`config.mk`:
```
export PLATFORM = sky130hd
export DESIGN_NAME = axi_stream_input
export DESIGN_NICKNAME = d
export VERILOG_FILES = /design/src/rtl/axi_stream_input.sv
export SDC_FILE = /design/constraint.sdc
export NUM_CORES = 1
export LEC_CHECK = 0
export ABC_CLOCK_PERIOD_IN_PS = 28200
export CELL_PAD_IN_SITES_DETAIL_PLACEMENT = 2
export CELL_PAD_IN_SITES_GLOBAL_PLACEMENT = 2
export CORE_UTILIZATION = 45
export DETAILED_ROUTE_END_ITERATION = 10
export DONT_BUFFER_PORTS = 1
export GPL_ROUTABILITY_DRIVEN = 0
export GPL_TIMING_DRIVEN = 0
export PLACE_DENSITY = 0.83
export SETUP_SLACK_MARGIN = 0.3
export SYNTH_ARGS = -nofsm -noshare
export SYNTH_HDL_FRONTEND = slang
export SYNTH_SLANG_ARGS = --single-unit
```
`constraint.sdc`:
```
create_clock -name s_axis_aclk -period 28.2 [get_ports s_axis_aclk]
set_clock_uncertainty 0.1 [all_clocks]
set_input_delay 4.23 -clock s_axis_aclk [delete_from_list [all_inputs] [get_ports s_axis_aclk]]
set_output_delay 4.23 -clock s_axis_aclk [all_outputs]
set_load 0.02 [all_outputs]
```
`src/rtl/axi_stream_input.sv`:
```
// axi_stream_input: AXI4-Stream slave writing one NPU input SRAM word per beat through a 2-entry buffer; tlast checking enabled by AXIS_IN_TLAST_CHECK_EN
module axi_stream_input #(
  parameter int ADDR_WIDTH = 13,
  parameter int SRAM_WIDTH = 64,
  parameter int SIZE_WIDTH = 16
) (
  input  logic                  s_axis_aclk,
  input  logic                  s_axis_areset,
  input  logic [SRAM_WIDTH-1:0] s_axis_tdata,
  input  logic                  s_axis_tvalid,
  output logic                  s_axis_tready,
  input  logic                  s_axis_tlast,
  input  logic                  start_input,
  input  logic [SIZE_WIDTH-1:0] in_size,
  input  logic [3:0]            groups,
  input  logic [ADDR_WIDTH-1:0] base_addr,
  input  logic                  sram_in_stall,
  output logic                  sram_in_en,
  output logic [ADDR_WIDTH-1:0] sram_in_addr,
  output logic [SRAM_WIDTH-1:0] sram_in_data,
  output logic                  busy,
  output logic                  input_done,
  output logic [ADDR_WIDTH-1:0] beat_count,
  output logic                  err_early_tlast,
  output logic                  err_missing_tlast
);
  localparam int EW = SIZE_WIDTH + 4;
  localparam int BW = SRAM_WIDTH + ADDR_WIDTH;
  typedef enum logic [1:0] {IDLE, RECV, DRAIN, DONE} state_t;
  state_t state_q, state_d;
  logic [SIZE_WIDTH-1:0] size_q, size_d;
  logic [3:0] groups_q, groups_d;
  logic [ADDR_WIDTH-1:0] base_q, base_d, beat_q, beat_d, addr_q, addr_d;
  logic [EW-1:0] elem_q, elem_d, elem_sum;
  logic [BW-1:0] mem_q [2];
  logic [BW-1:0] mem_d [2];
  logic [BW-1:0] head;
  logic wptr_q, wptr_d, rptr_q, rptr_d;
  logic [1:0] cnt_q, cnt_d;
  logic tready_q, tready_d, en_q, en_d;
  logic [SRAM_WIDTH-1:0] data_q, data_d;
  logic start, accept, last, tlast_end, pop;
  assign start    = start_input && state_q == IDLE;
  assign accept   = s_axis_tvalid && tready_q;
  assign elem_sum = elem_q + EW'(groups_q);
  assign last     = elem_sum >= EW'(size_q);
  assign pop      = cnt_q != 2'd0 && !sram_in_stall;
  assign head     = mem_q[rptr_q];
  assign s_axis_tready = tready_q;
  assign sram_in_en    = en_q;
  assign sram_in_addr  = addr_q;
  assign sram_in_data  = data_q;
  assign beat_count    = beat_q;
`ifdef AXIS_IN_TLAST_CHECK_EN
  logic err_early_q, err_early_d, err_missing_q, err_missing_d;
  assign tlast_end = s_axis_tlast;
  assign err_early_tlast   = err_early_q;
  assign err_missing_tlast = err_missing_q;
  // sticky tlast mismatch flags, cleared by an accepted start
  always_comb begin
    err_early_d   = start ? 1'b0 : err_early_q | (accept && s_axis_tlast && !last);
    err_missing_d = start ? 1'b0 : err_missing_q | (accept && last && !s_axis_tlast);
  end
  // error flag registers
  always_ff @(posedge s_axis_aclk or posedge s_axis_areset) begin
    if (s_axis_areset) begin
      err_early_q   <= 1'b0;
      err_missing_q <= 1'b0;
    end else begin
      err_early_q   <= err_early_d;
      err_missing_q <= err_missing_d;
    end
  end
`else
  logic unused_tlast;
  assign unused_tlast = s_axis_tlast;
  assign tlast_end = 1'b0;
  assign err_early_tlast   = 1'b0;
  assign err_missing_tlast = 1'b0;
`endif
  // frame sequencing: receive until the element count is covered, then drain the buffer
  always_comb begin
    state_d = state_q;
    case (state_q)
      IDLE:    state_d = start ? (in_size == '0 ? DONE : RECV) : IDLE;
      RECV:    state_d = accept && (last || tlast_end) ? DRAIN : RECV;
      DRAIN:   state_d = cnt_q == 2'd0 ? DONE : DRAIN;
      default: state_d = IDLE;
    endcase
  end
  // status outputs decoded from the frame state
  always_comb begin
    busy       = state_q == RECV || state_q == DRAIN;
    input_done = state_q == DONE;
  end
  // frame parameters, counters, buffer and SRAM write port
  always_comb begin
    size_d   = start ? in_size : size_q;
    groups_d = start ? (groups == 4'd0 ? 4'd1 : groups) : groups_q;
    base_d   = start ? base_addr : base_q;
    elem_d   = start ? '0 : accept ? elem_sum : elem_q;
    beat_d   = start ? '0 : accept ? beat_q + 1'b1 : beat_q;
    mem_d    = mem_q;
    if (accept) mem_d[wptr_q] = {s_axis_tdata, base_q + beat_q};
    wptr_d   = wptr_q ^ accept;
    rptr_d   = rptr_q ^ pop;
    cnt_d    = cnt_q + {1'b0, accept} - {1'b0, pop};
    en_d     = pop;
    addr_d   = pop ? head[ADDR_WIDTH-1:0] : addr_q;
    data_d   = pop ? head[BW-1 -: SRAM_WIDTH] : data_q;
    tready_d = state_d == RECV && cnt_d != 2'd2;
  end
  // state and datapath registers; reset drops any buffered beats
  always_ff @(posedge s_axis_aclk or posedge s_axis_areset) begin
    if (s_axis_areset) begin
      state_q  <= IDLE;
      size_q   <= '0;
      groups_q <= '0;
      base_q   <= '0;
      elem_q   <= '0;
      beat_q   <= '0;
      mem_q    <= '{default: '0};
      wptr_q   <= 1'b0;
      rptr_q   <= 1'b0;
      cnt_q    <= '0;
      en_q     <= 1'b0;
      addr_q   <= '0;
      data_q   <= '0;
      tready_q <= 1'b0;
    end else begin
      state_q  <= state_d;
      size_q   <= size_d;
      groups_q <= groups_d;
      base_q   <= base_d;
      elem_q   <= elem_d;
      beat_q   <= beat_d;
      mem_q    <= mem_d;
      wptr_q   <= wptr_d;
      rptr_q   <= rptr_d;
      cnt_q    <= cnt_d;
      en_q     <= en_d;
      addr_q   <= addr_d;
      data_q   <= data_d;
      tready_q <= tready_d;
    end
  end
endmodule

```
Yosys cells after proc, flatten, opt, wreduce, memory -nomap -nowiden
Index checks and enable logic that the tools add are counted.
W data, S select, Z words.
{"block": "totals", "out_inout_bits": 96, "in_bits": 103, "elab_cells": 63, "ff_bits": 305}
{"block": "classes", "reduce_logical": 14, "add_sub_neg": 5, "magnitude_cmp": 4, "n_mux": 16, "eq_ne": 5, "n_bitwise": 4}
{"cell": "$mux W77", "count": 4}
{"cell": "$bwmux W154", "count": 1}
{"cell": "$demux W77 S1", "count": 1}
{"cell": "$mux W20", "count": 2}
{"cell": "$mux W13", "count": 2}
{"cell": "$add A20 B4 Y20", "count": 1}
{"cell": "$ge A20 B16 Y1", "count": 1}
{"cell": "$logic_not A16 Y1", "count": 1}
{"cell": "$add A13 B1 Y13 const B", "count": 1}
{"cell": "$add A13 B13 Y13", "count": 1}
{"cell": "$logic_and A1 B1 Y1", "count": 6}
{"cell": "$mux W2", "count": 3}
{"cell": "$pmux W2 S3", "count": 1}
{"cell": "$eq A2 B1 Y1 const B", "count": 2}
{"cell": "$eq A2 B2 Y1 const B", "count": 2}
{"cell": "$ge A2 B2 Y1 const B", "count": 2}
{"cell": "$logic_not A2 Y1", "count": 2}
{"cell": "$logic_not A4 Y1", "count": 1}
{"cell": "$mux W4", "count": 1}
{"cell": "$not A1 Y2", "count": 2}
{"cell": "$reduce_bool A2 Y1", "count": 2}
{"cell": "$add A2 B1 Y2", "count": 1}
{"cell": "$lt A2 B1 Y1 const B", "count": 1}
{"cell": "$ne A2 B2 Y1 const B", "count": 1}
{"cell": "other kinds (5)", "count": 6}

Longest topological paths before layout
{"block": "depth", "word_depth": 7, "mapped_depth": 14}

Worst setup path after synthesis
No wires, ideal clock.
{"block": "synth_path", "path_type": "input -> register", "from": "input port sram_in_stall", "to": "register tready_q (netlist: s_axis_tready)", "path_buffers": 3, "setup_time_ps": 141, "setup_slack_ps": 21778, "stages": 13, "t_arrival_ps": 6181, "path_cell_list": "or2_2 -> clkbuf_1 -> clkbuf_1 -> clkbuf_1 -> inv_1 -> ha_1 -> inv_1 -> ha_1 -> xnor2_1 -> xnor2_1 -> nand2b_1 -> o2111ai_1 -> a31oi_1"}
{"block": "synth_via", "elab_chain_len": 5}
{"item": "start, declared", "line": "17", "text": "input logic sram_in_stall,"}
{"item": "$logic_not A1 Y1", "line": "47", "text": "assign pop = cnt_q != 2'd0 && !sram_in_stall;"}
{"item": "$logic_and A1 B1 Y1", "line": "47"}
{"item": "net en_d", "line": "40", "text": "logic tready_q, tready_d, en_q, en_d;"}
{"item": "$sub A2 B1 Y2", "line": "107", "text": "cnt_d = cnt_q + {1'b0, accept} - {1'b0, pop};"}
{"item": "net cnt_d[1]", "line": "39", "text": "logic [1:0] cnt_q, cnt_d;"}
{"item": "$ne A2 B2 Y1", "line": "111", "text": "tready_d = state_d == RECV && cnt_d != 2'd2;"}
{"item": "$logic_and A1 B1 Y1", "line": "111"}
{"item": "net tready_d", "line": "40"}
{"item": "end signal, assigned", "line": "144", "text": "tready_q <= tready_d;"}
{"item": "end, declared", "line": "40"}
The timed path passes the listed nets, and every way through them passes these cells.
A chain may end at the register's enable or synchronous reset.

Worst setup path in the final report
Ends and elaborated chain as after synthesis.

==> results.ini <==
[synthesis]
synth_common_cells=305 x dfrtp_1, 170 x nand2_1, 148 x mux2_2
yosysMostFrequentCell=dfrtp_1
synth_edf_count=0
synth.top_cells.by_area=dfrtp_1 56%, mux2_2 12%, mux2i_1 5.7%
synthCells=1173
yosysTopAreaCell=dfrtp_1
synth.cell_area_sq_um=13600
yosysUniqueCellTypes=45
yosysTopAreaCellShare_pct=56.1
ys.flop_type=dfrtp_1
avgSynthCellArea_sq_um=11.6
synth_seq_cells=305
synth_warnings=0
async_reset_ff_share_pct=100
ys_seq_area_share_pct=56.1

[global_routing]
gr-total-overflow=0
track_usage_pct=27.0
grt_max_degree=132
antenna_found_initial=1
grt_pass1_vias=10800
grt_pass1_wl_mm=63.8

[critical_path]
crit_arrival_ps=7600
crit_required_ps=28460
r2r_slack_ps=24000
r2r-end=s_axis_tready
critPathKind=input port to flop
timing.rr.start=cnt_q[1]
cp-end-kind=flop
worst-r2r-cell-count=14
setup.worst_path.start_class=input port
critPathMaxFanout=10

[placed_design]
hpwlAfterDp_mm=26.2
io_buffer_count=0

[power]
power_frac_seq_pct=46.1
switching_power_mw=0.630
power_frac_comb_pct=26.0
sw_frac_of_total_pct=36.5
powerDensity_nw_per_um2=112
peakVddDrop_uv=39.0
p_int_mw=1.10
p_leak_nw=7.16
power_frac_clock_pct=27.9

[finish]
utilization_pct=51.7
final_nets=1359
drive_gt1_share_pct=17.7
fillers=2913
areaGrowthSynthToFinish_pct=13.0

[hold_path]
hp-start=base_q[8]
hold_depth=2
min_path_type=flop to flop
whs_endpoint=base_q[8]

[sta]
rsz0062_at_grt=false
post-route-period-util_pct=26.0
min_period_ps=7340
tightest_slew_ps=867
fmax_mhz=136
slew_viol_final=0
setup-tns-final_ps=0
holdWs_ps=385
setup-violations-final=0
hold_violations=0
relSlewSlack_pct=42.2

[route]
antenna_left=0
first_pass_iters=4
vias=9213
drc=0
wire_per_inst_um=25.0
drt-initial-drc-count=314
viasPerCell=5.66
wl_mm=40.7

[die]
die_area_sq_um=30900
rows=63
start_util_pct=45.8
io_pins=199
core_sq_um=29700
die_x_um=176
die_height_um=176

[flow_run]
cap_viol_max_count=0

[cts]
cts_root_buf=clkbuf_16
cts.path.max_buffers=3
postCtsHoldBufs=0
clk_latency_ps=530
cts_sinks=305
ctsHtreeMaxLevel=2
tritoncts=built
clkTransAtPathRegs_ps=60
ctsResizeCount=0
cts_buffers=35
cts_setup_buffers=0

[outcome]
outcome=completed

[power by group through the flow]
stage	Clock [mW]	Combinational, mW	Sequential, mW
floorplan	0	0.325	0.744
global placement	0	0.394	0.775
detailed placement	0	0.431	0.793
CTS	0.489	0.458	0.798
global route	0.506	0.489	0.815
finish	0.482	0.448	0.797
[metal layers]
layer | vias to the layer above | wire (um) | track usage, %
li1 | 4103 | - | -
met1 | 4811 | 15600 | 31.1
met2 | 216 | 21600 | 49.0
met3 | 83 | 2270 | 6.39
met4 | 0 | 1210 | 8.80
met5 | - | 0 | 0
[final cells by class]
cell class                      count  area, sq um  share of cell area (%)
Multi-Input combinational cell    778         5610                    36.5
Inverter                           30          120                   0.781
Sequential cell                   305         7630                    49.6
Timing Repair Buffer                2         55.1                   0.358
Clock inverter                      8          109                   0.708
Buffer                             61          246                    1.60
Antenna cell                        1         2.50                  0.0163
Tap cell                          390          488                    3.17
Clock buffer                       54         1110                    7.21
[worst max-delay path by stage]
| stage | start | endpoint | slack (ps) | cells past startpoint |
|---|---|---|---|---|
| 2_1_floorplan | s_axis_areset | base_q[0] | 15440 | 1 |
| 3_3_place_gp | s_axis_areset | sram_in_data[7] | 12110 | 1 |
| 3_5_place_dp | sram_in_stall | s_axis_tready | 20380 | 13 |
| 4_1_cts | sram_in_stall | s_axis_tready | 20800 | 13 |
| 5_1_grt | sram_in_stall | s_axis_tready | 20670 | 13 |
| 6_report | sram_in_stall | s_axis_tready | 20860 | 13 |
[stage by stage]
step / cells / power [mW] / instance area [sq um] / worst slack [ps]
finish: 1629 / 1.73 / 15400 / 20860
global route: 1628 / 1.81 / 15400 / 20670
CTS: 1628 / 1.75 / 15400 / 20800
detailed placement: 1566 / 1.22 / 14200 / 20380
global placement: 1564 / 1.17 / 14100 / 12110
floorplan: 1174 / 1.07 / 13600 / 15440
[flip-flops by register name (all words and copies together) (netlist names)]
| name | flops |
|---|---|
| elem_q | 20 |
| base_q | 13 |
| beat_count | 13 |
| state_q | 2 |
| sram_in_addr | 13 |
| mem_q | 154 |
| sram_in_data | 64 |
| cnt_q | 2 |
| s_axis_tready | 1 |
| rptr_q | 1 |
| sram_in_en | 1 |
| wptr_q | 1 |
| groups_q | 4 |
| size_q | 16 |
[cells by family (layout without fill, tap and decap cells)]
kind of cell / after synthesis / after routing / share of synthesized area, %
buffers and inverters: 91 / 155 / 2.64
muxes: 226 / 226 / 18.0
DFF: 305 / 305 / 56.1
adders and majority gates: 43 / 43 / 4.07
xor gates and xnor gates: 52 / 52 / 3.35
other: 1 / 3 / 0.0276
and+or+nand+nor: 286 / 286 / 8.94
AOI/OAI and AO/OA: 169 / 169 / 6.86
[worst max-delay path, stage by stage]
cell	delay [ps]
or2_2	120
clkbuf_1	540
clkbuf_1	600
clkbuf_1	590
inv_1	130
ha_1	310
inv_1	40
ha_1	180
xnor2_1	130
xnor2_1	150
nand2b_1	90
o2111ai_1	110
a31oi_1	370
[layout by cell type (no fill, tap or decap), types with 4 or more instances in the layout]
cell type	count
ha_1	41
a21o_1	10
nor3_1	11
o21ai_0	106
clkbuf_1	57
a21oi_1	31
dfrtp_1	305
xor2_1	21
clkbuf_16	36
nor2_1	55
or3_1	6
nor4_1	8
o21a_1	4
mux2_2	148
nand4_1	8
mux2i_1	78
xnor2_1	31
nand2_1	170
nand3_1	11
inv_1	29
clkbuf_8	14
Note: power is estimated with default switching activity, not from simulation.
